===== src/rtl/op_issue_pkg.sv =====
// op_issue_pkg: shared widths, opcode names and FSM states for the opcode issue encoder
package op_issue_pkg;
    localparam int N_REQ = 16;
    localparam int OP_W  = $clog2(N_REQ);

    typedef logic [OP_W-1:0] op_t;

    localparam op_t OP_NOP  = 4'd0;
    localparam op_t OP_ADD  = 4'd1;
    localparam op_t OP_SUB  = 4'd2;
    localparam op_t OP_MUL  = 4'd3;
    localparam op_t OP_DIV  = 4'd4;
    localparam op_t OP_MOD  = 4'd5;
    localparam op_t OP_AND  = 4'd6;
    localparam op_t OP_OR   = 4'd7;
    localparam op_t OP_XOR  = 4'd8;
    localparam op_t OP_NOT  = 4'd9;
    localparam op_t OP_NAND = 4'd10;
    localparam op_t OP_NOR  = 4'd11;
    localparam op_t OP_XNOR = 4'd12;
    localparam op_t OP_SHL  = 4'd13;
    localparam op_t OP_SHR  = 4'd14;
    localparam op_t OP_RST  = 4'd15;

    typedef enum logic {IDLE = 1'b0, ISSUE = 1'b1} state_t;
endpackage


===== src/rtl/rr_pick.sv =====
// rr_pick: combinational round-robin picker; rotate by ptr, isolate lowest set bit, encode, un-rotate
module rr_pick
    import op_issue_pkg::*;
(
    input  logic [N_REQ-1:0] req_i,
    input  op_t              ptr_i,
    output logic             found_o,
    output op_t              idx_o
);
    logic [2*N_REQ-1:0] w_dbl;
    logic [N_REQ-1:0]   w_rot;
    logic [N_REQ-1:0]   w_low;
    op_t                w_enc;

    assign w_dbl   = {req_i, req_i};
    assign w_rot   = N_REQ'(w_dbl >> ptr_i);
    assign w_low   = w_rot & (~w_rot + N_REQ'(1));
    assign found_o = |req_i;
    assign idx_o   = w_enc + ptr_i;

    // one-hot to binary of the isolated lowest set bit in the rotated frame
    always_comb begin
        w_enc = '0;
        for (int k = 0; k < N_REQ; k++)
            if (w_low[k]) w_enc = OP_W'(k);
    end
endmodule


===== src/rtl/op_issue_encoder.sv =====
// op_issue_encoder: collects opcode requests, arbitrates and issues one opcode per cycle over valid/ready
// OP_ISSUE_RR_EN defined: round-robin from a rotating pointer; undefined: lowest index wins.
module op_issue_encoder
    import op_issue_pkg::*;
(
    input  logic             clk,
    input  logic             rst_n,
    input  logic [N_REQ-1:0] req_i,
    output op_t              op_o,
    output logic             op_valid_o,
    input  logic             op_ready_i,
    output logic [N_REQ-1:0] pend_o,
    output logic             busy_o,
    output logic             ovr_o,
    input  logic             ovr_clr_i
);
    state_t           r_state;
    op_t              r_op;
    logic [N_REQ-1:0] r_pend;
    logic             r_ovr;
    logic             w_xfer;
    logic [N_REQ-1:0] w_clr;
    logic [N_REQ-1:0] w_rem;
    logic             w_found;
    op_t              w_idx;
    op_t              w_ptr;

    assign w_xfer     = op_valid_o & op_ready_i;
    assign w_clr      = w_xfer ? (N_REQ'(1) << r_op) : '0;
    assign w_rem      = r_pend & ~w_clr;
    assign op_valid_o = r_state == ISSUE;
    assign op_o       = r_op;
    assign pend_o     = r_pend;
    assign ovr_o      = r_ovr;
    assign busy_o     = op_valid_o | (|r_pend);

`ifdef OP_ISSUE_RR_EN
    op_t r_ptr;

    // the next search starts just above the opcode being accepted
    assign w_ptr = w_xfer ? r_op + op_t'(1) : r_ptr;

    // round-robin pointer advances on every accepted opcode
    always_ff @(posedge clk or negedge rst_n) begin
        if (!rst_n) r_ptr <= '0;
        else if (w_xfer) r_ptr <= r_op + op_t'(1);
    end
`else
    assign w_ptr = '0;
`endif

    rr_pick u_pick (
        .req_i   (w_rem),
        .ptr_i   (w_ptr),
        .found_o (w_found),
        .idx_o   (w_idx)
    );

    // pending set/clear with set winning, sticky overrun, and the IDLE/ISSUE sequencer
    always_ff @(posedge clk or negedge rst_n) begin
        if (!rst_n) begin
            r_state <= IDLE;
            r_op    <= '0;
            r_pend  <= '0;
            r_ovr   <= 1'b0;
        end else begin
            r_pend <= w_rem | req_i;
            r_ovr  <= (|(req_i & w_rem)) | (r_ovr & ~ovr_clr_i);
            if (!op_valid_o || w_xfer) begin
                if (w_found) begin
                    r_op    <= w_idx;
                    r_state <= ISSUE;
                end else begin
                    r_state <= IDLE;
                end
            end
        end
    end
endmodule


===== config.mk =====
export PLATFORM = sky130hd
export DESIGN_NAME = op_issue_encoder
export DESIGN_NICKNAME = d
export VERILOG_FILES = /design/src/rtl/op_issue_pkg.sv /design/src/rtl/rr_pick.sv /design/src/rtl/op_issue_encoder.sv
export SDC_FILE = /design/constraint.sdc
export NUM_CORES = 1
export LEC_CHECK = 0
export CAP_MARGIN = 20
export CORE_MARGIN = 2
export CORE_UTILIZATION = 49
export CTS_BUF_LIST = sky130_fd_sc_hd__clkbuf_2 sky130_fd_sc_hd__clkbuf_4 sky130_fd_sc_hd__clkbuf_8
export CTS_CLUSTER_DIAMETER = 50
export DETAILED_ROUTE_END_ITERATION = 10
export PLACE_DENSITY = 0.81
export SLEW_MARGIN = 20
export SYNTH_ARGS = -nofsm -noshare
export SYNTH_HDL_FRONTEND = slang
export SYNTH_SLANG_ARGS = --single-unit

===== constraint.sdc =====
create_clock -name clk -period 2.4 [get_ports clk]
set_clock_uncertainty 0.1 [all_clocks]
set_input_delay 0.6 -clock clk [delete_from_list [all_inputs] [get_ports clk]]
set_output_delay 0.6 -clock clk [all_outputs]
set_load 0.1 [all_outputs]

=== Word-level counts from Yosys, hierarchy flattened ===
Cells that the tools add are included.

* Add/subtract/negate cells: 1
* Shift-type cells: 1
* Muxes and demuxes: 17
* Bitwise gates (word level): 11
* Reductions and logical operators: 6

{| class="wikitable"
|+ Operators by type and width
! operator !! count
|-
| $and A16 B16 Y16 || 3
|-
| $reduce_or A16 Y1 || 3
|-
| $mux W4 || 8
|-
| $not A16 Y16 || 2
|-
| $add A16 B1 Y16 const B || 1
|-
| $mux W16 || 1
|-
| $or A16 B16 Y16 || 1
|-
| $shl A1 B4 Y16 const A || 1
|-
| $mux W3 || 4
|-
| $mux W2 || 2
|-
| $and A1 B1 Y1 || 2
|-
| $mux W1 || 2
|-
| $or A1 B1 Y1 || 2
|-
| $reduce_and A2 Y1 || 1
|-
| $logic_not A1 Y1 || 1
|-
| $logic_or A1 B1 Y1 || 1
|-
| $not A1 Y1 || 1
|}

* Register bits after elaboration: 22
* Input bits: 20

=== Logic depth before layout (Yosys ltp) ===
* Depth in word-level cells: 22
* Depth in mapped cells: 8
* Mapped depth without buffers: 6

=== Hierarchy ===
A second synthesis with hierarchy kept.

* Cells, all modules: 244
* Area total of the unflattened synthesis: 2333.5 um2

{| class="wikitable"
|+ By module, submodules not included
! module !! instances !! cells an instance !! area an instance (um2) !! sequential area each (um2)
|-
| rr_pick || 1 || 153 || 1286.2 || 0.0
|-
| op_issue_encoder || 1 || 91 || 1047.3 || 550.5
|}

=== Worst setup path before layout ===
Ideal clock, no wire load.

* Path kind: register to output
* From: register r_pend[15], in the netlist pend_o[15]
* To: output port busy_o
* Data arrival time: 2.841 ns
* Data required time: 1.700 ns
* Setup slack: -1.141 ns
* Stages on the path, launching flop included: 5
* Cell sequence: dfrtp_1 or4_1 or4_1 nor4_1 nand4_1

* Longest elaborated chain between the ends: 2

{| class="wikitable"
|+ Ends and longest elaborated chain
! element !! line !! RTL
|-
| from (decl) || op_issue_encoder.sv:19 || <nowiki>logic [N_REQ-1:0] r_pend;</nowiki>
|-
| from (signal assigned) || op_issue_encoder.sv:67 || <nowiki>r_pend <= w_rem | req_i;</nowiki>
|-
| $reduce_or A16 Y1 || op_issue_encoder.sv:35 || <nowiki>assign busy_o = op_valid_o | (|r_pend);</nowiki>
|-
| $or A1 B1 Y1 || op_issue_encoder.sv:35 ||
|-
| to (decl) || op_issue_encoder.sv:13 || <nowiki>output logic busy_o,</nowiki>
|}

Every way passes these cells.

=== Worst setup path after layout ===
Same ends and word-level chain as after synthesis.

==> out/results.ini <==
[floorplanning]
core.rowCount=19
ioPinCount=43
die_w_um=58.75
start_util_pct=52.36
die_h_um=58.75
fp.dieArea_mm2=0.003452
core_area_mm2=0.002805

[timing]
slew_headroom_pct=74.93
worst_slew_pin_slew_ps=374.7
finalHoldViolCount=0
tns_ps=-615.2
max_freq_ghz=0.3317
setup_violations=1
fin_crit_ps=3015
timing.final.ws_setup_ps=-615.2
rsz0062_at_grt=yes
period_share_pct=125.6
drv_slew=0

[pwr]
ir_drop_uv=293.4
power_density_mw_per_mm2=424.3
p_leak_nw=0.8344

[setup_path]
crit_top_cell=or4_4
path_cells=or4_4 > or4_4 > nor4_2 > nand4_1 > buf_12
crit_type=register to primary output
start_kind=register
arrival_ps=2320
cp_max_fo=2
slowest_stage=or4_4
cp-end-kind=primary output
cp.required_ps=1700
max_stage_delay_ps=520

[clock_network]
cts_sinks=22
cts_setup_buffers=0
htreeDepth=1
root_buffer=clkbuf_4
clock_tree.buffer_depth=2
clk_latency_ps=330
clk_pin_slew_ps=140
cts_buffers=3
cts_tree=yes

[layout]
area_delta_synth_final_pct=47.27
final_area_mm2=0.002163
drive_above_1_share_pct=39.48
n_antenna_cell=0
nets=254

[route]
vias_per_cell=5.890
dr.pass1.iters=7
remaining_drc_errors=3
drtIter0Drc=72
ant_nets=0
wirelength_um=4557
vias=1555
post_drt_wl_per_cell_um=17.26

[synthesis]
ys_seq_area_share_pct=37.48
ys_ff_latch=22
netlist_area_mm2=0.001469
yosysTopAreaCellShare_pct=37.48
synth_nets=180
async_flop_share_pct=100.0
synth.most_common_cell=dfrtp_1
yosysWarnings=0
ys_types=51
synth.area.top_cells=dfrtp_1, nand2_1, o21ai_0
avgSynthCellArea_um2=9.181
synthTopCellsByCount=dfrtp_1, nand2_1, inv_1, o21ai_0, nor2_1
synth_ff_type=dfrtp_1
synth_top_area_cell=dfrtp_1
netlist_instances=160
synth-edff-count=0

[place]
place_ws_ps=-412.6
hpwl_um=3500
placed_area_mm2=0.002121
gp_congestion=0.9132
portBuffers=42

[global_route]
antenna_found_initial=0
gr-total-overflow=0
grt_max_degree=23
grt_pass1_vias=1582
grt.total_usage_pct=28.96
grt_pass1_wl_um=7486

[run_status]
violations=design-rule violations, negative setup slack
status=finished with violations

[flow_run]
cap_violations=0

[min_path]
min_path_type=primary input to async pin

==> state kept, by name (all words and copies together) (netlist names) <==
signal / flops
op_o: 4
ovr_o: 1
op_valid_o: 1
pend_o: 16
==> final cells by class <==
class | instances | area [um^2]
Clock buffer | 4 | 30.03
Fill cell | 213 | 641.9
Inverter | 11 | 41.29
Multi-Input combinational cell | 121 | 850.8
Sequential cell | 22 | 568.0
Tap cell | 31 | 38.79
Timing Repair Buffer | 75 | 634.4
==> critical path: cells and delay by family, from the launching register on <==
kind | cells | cell delay (ps)
AND/OR/NAND/NOR | 4 | 1280
flip-flops | 1 | 500
buffers and inverters | 1 | 210
==> layout by cell type (no fill, tap or decap), drive strengths merged, types with 4 or more instances in the layout <==
cell           count
nor2               9
or2                5
nand2b             7
buf               56
o32a               5
mux2               4
o21a               5
inv               11
dfrtp             22
o21ai             12
clkdlybuf4s50     18
nand2             18
clkbuf             4
nand3              4
o211ai             4
a21oi              7
==> logic make-up after synthesis <==
group | Yosys count | share of synthesized area [%]
and+or+nand+nor | 62 | 25.64
muxes | 7 | 5.111
AOI/OAI and AO/OA | 52 | 26.24
buffers and inverters | 17 | 5.536
DFF | 22 | 37.48
==> routing by layer <==
metal  vias to the layer above  part of all wire [%]  routed length, um  track usage (%)
li1                        747                     -                  -                -
met1                       714                    42               1935            37.01
met2                        75                    47               2140            46.51
met3                        19                   6.5                298            5.055
met4                         0                   4.0                182            15.58
met5                         -                     0                  0                0
==> per-stage QoR <==
stage | instances | utilization (%) | hold WS (ps) | power, mW
2_1_floorplan | 160 | - | 204.4 | 0.6013
3_3_place_gp | 260 | 75.60 | 486.8 | 0.7121
3_5_place_dp | 260 | 75.60 | 499.0 | 0.7164
4_1_cts | 264 | 76.98 | 508.9 | 0.9152
5_1_grt | 264 | 77.12 | 541.7 | 0.9463
6_report | 264 | 77.12 | 497.8 | 0.9178
==> power by group <==
group / switching, mW / internal [mW] / total [mW]
clock: 0.129 / 0.0765 / 0.205
sequential: 0.0347 / 0.385 / 0.420
combinational: 0.180 / 0.113 / 0.292
total: 0.343 / 0.574 / 0.918
==> what timing repair did <==
| item | in CTS | in global routing |
|---|---|---|
| resized for setup | 3 | 1 |
| hold buffers | 0 | 0 |
| hold endpoints to repair | 0 | 0 |
| pin swaps | 1 | 0 |
| setup endpoints to repair | 6 | 1 |
==> path summary, 6_finish.rpt <==
check / start / endpoint / slack [ps] / depth (start not counted)
setup / recovery: pend_o[15] / busy_o / -620 / 5
max in group asynchronous: rst_n / pend_o[15] / 1450 / 2
setup reg to reg: op_o[0] / op_o[3] / 150 / 6
min in group clk: pend_o[8] / pend_o[8] / 550 / 2
hold reg to reg: pend_o[8] / pend_o[8] / 550 / 2
hold / removal: rst_n / pend_o[0] / 500 / 2
No activity file was read; power rests on OpenSTA's default activity.
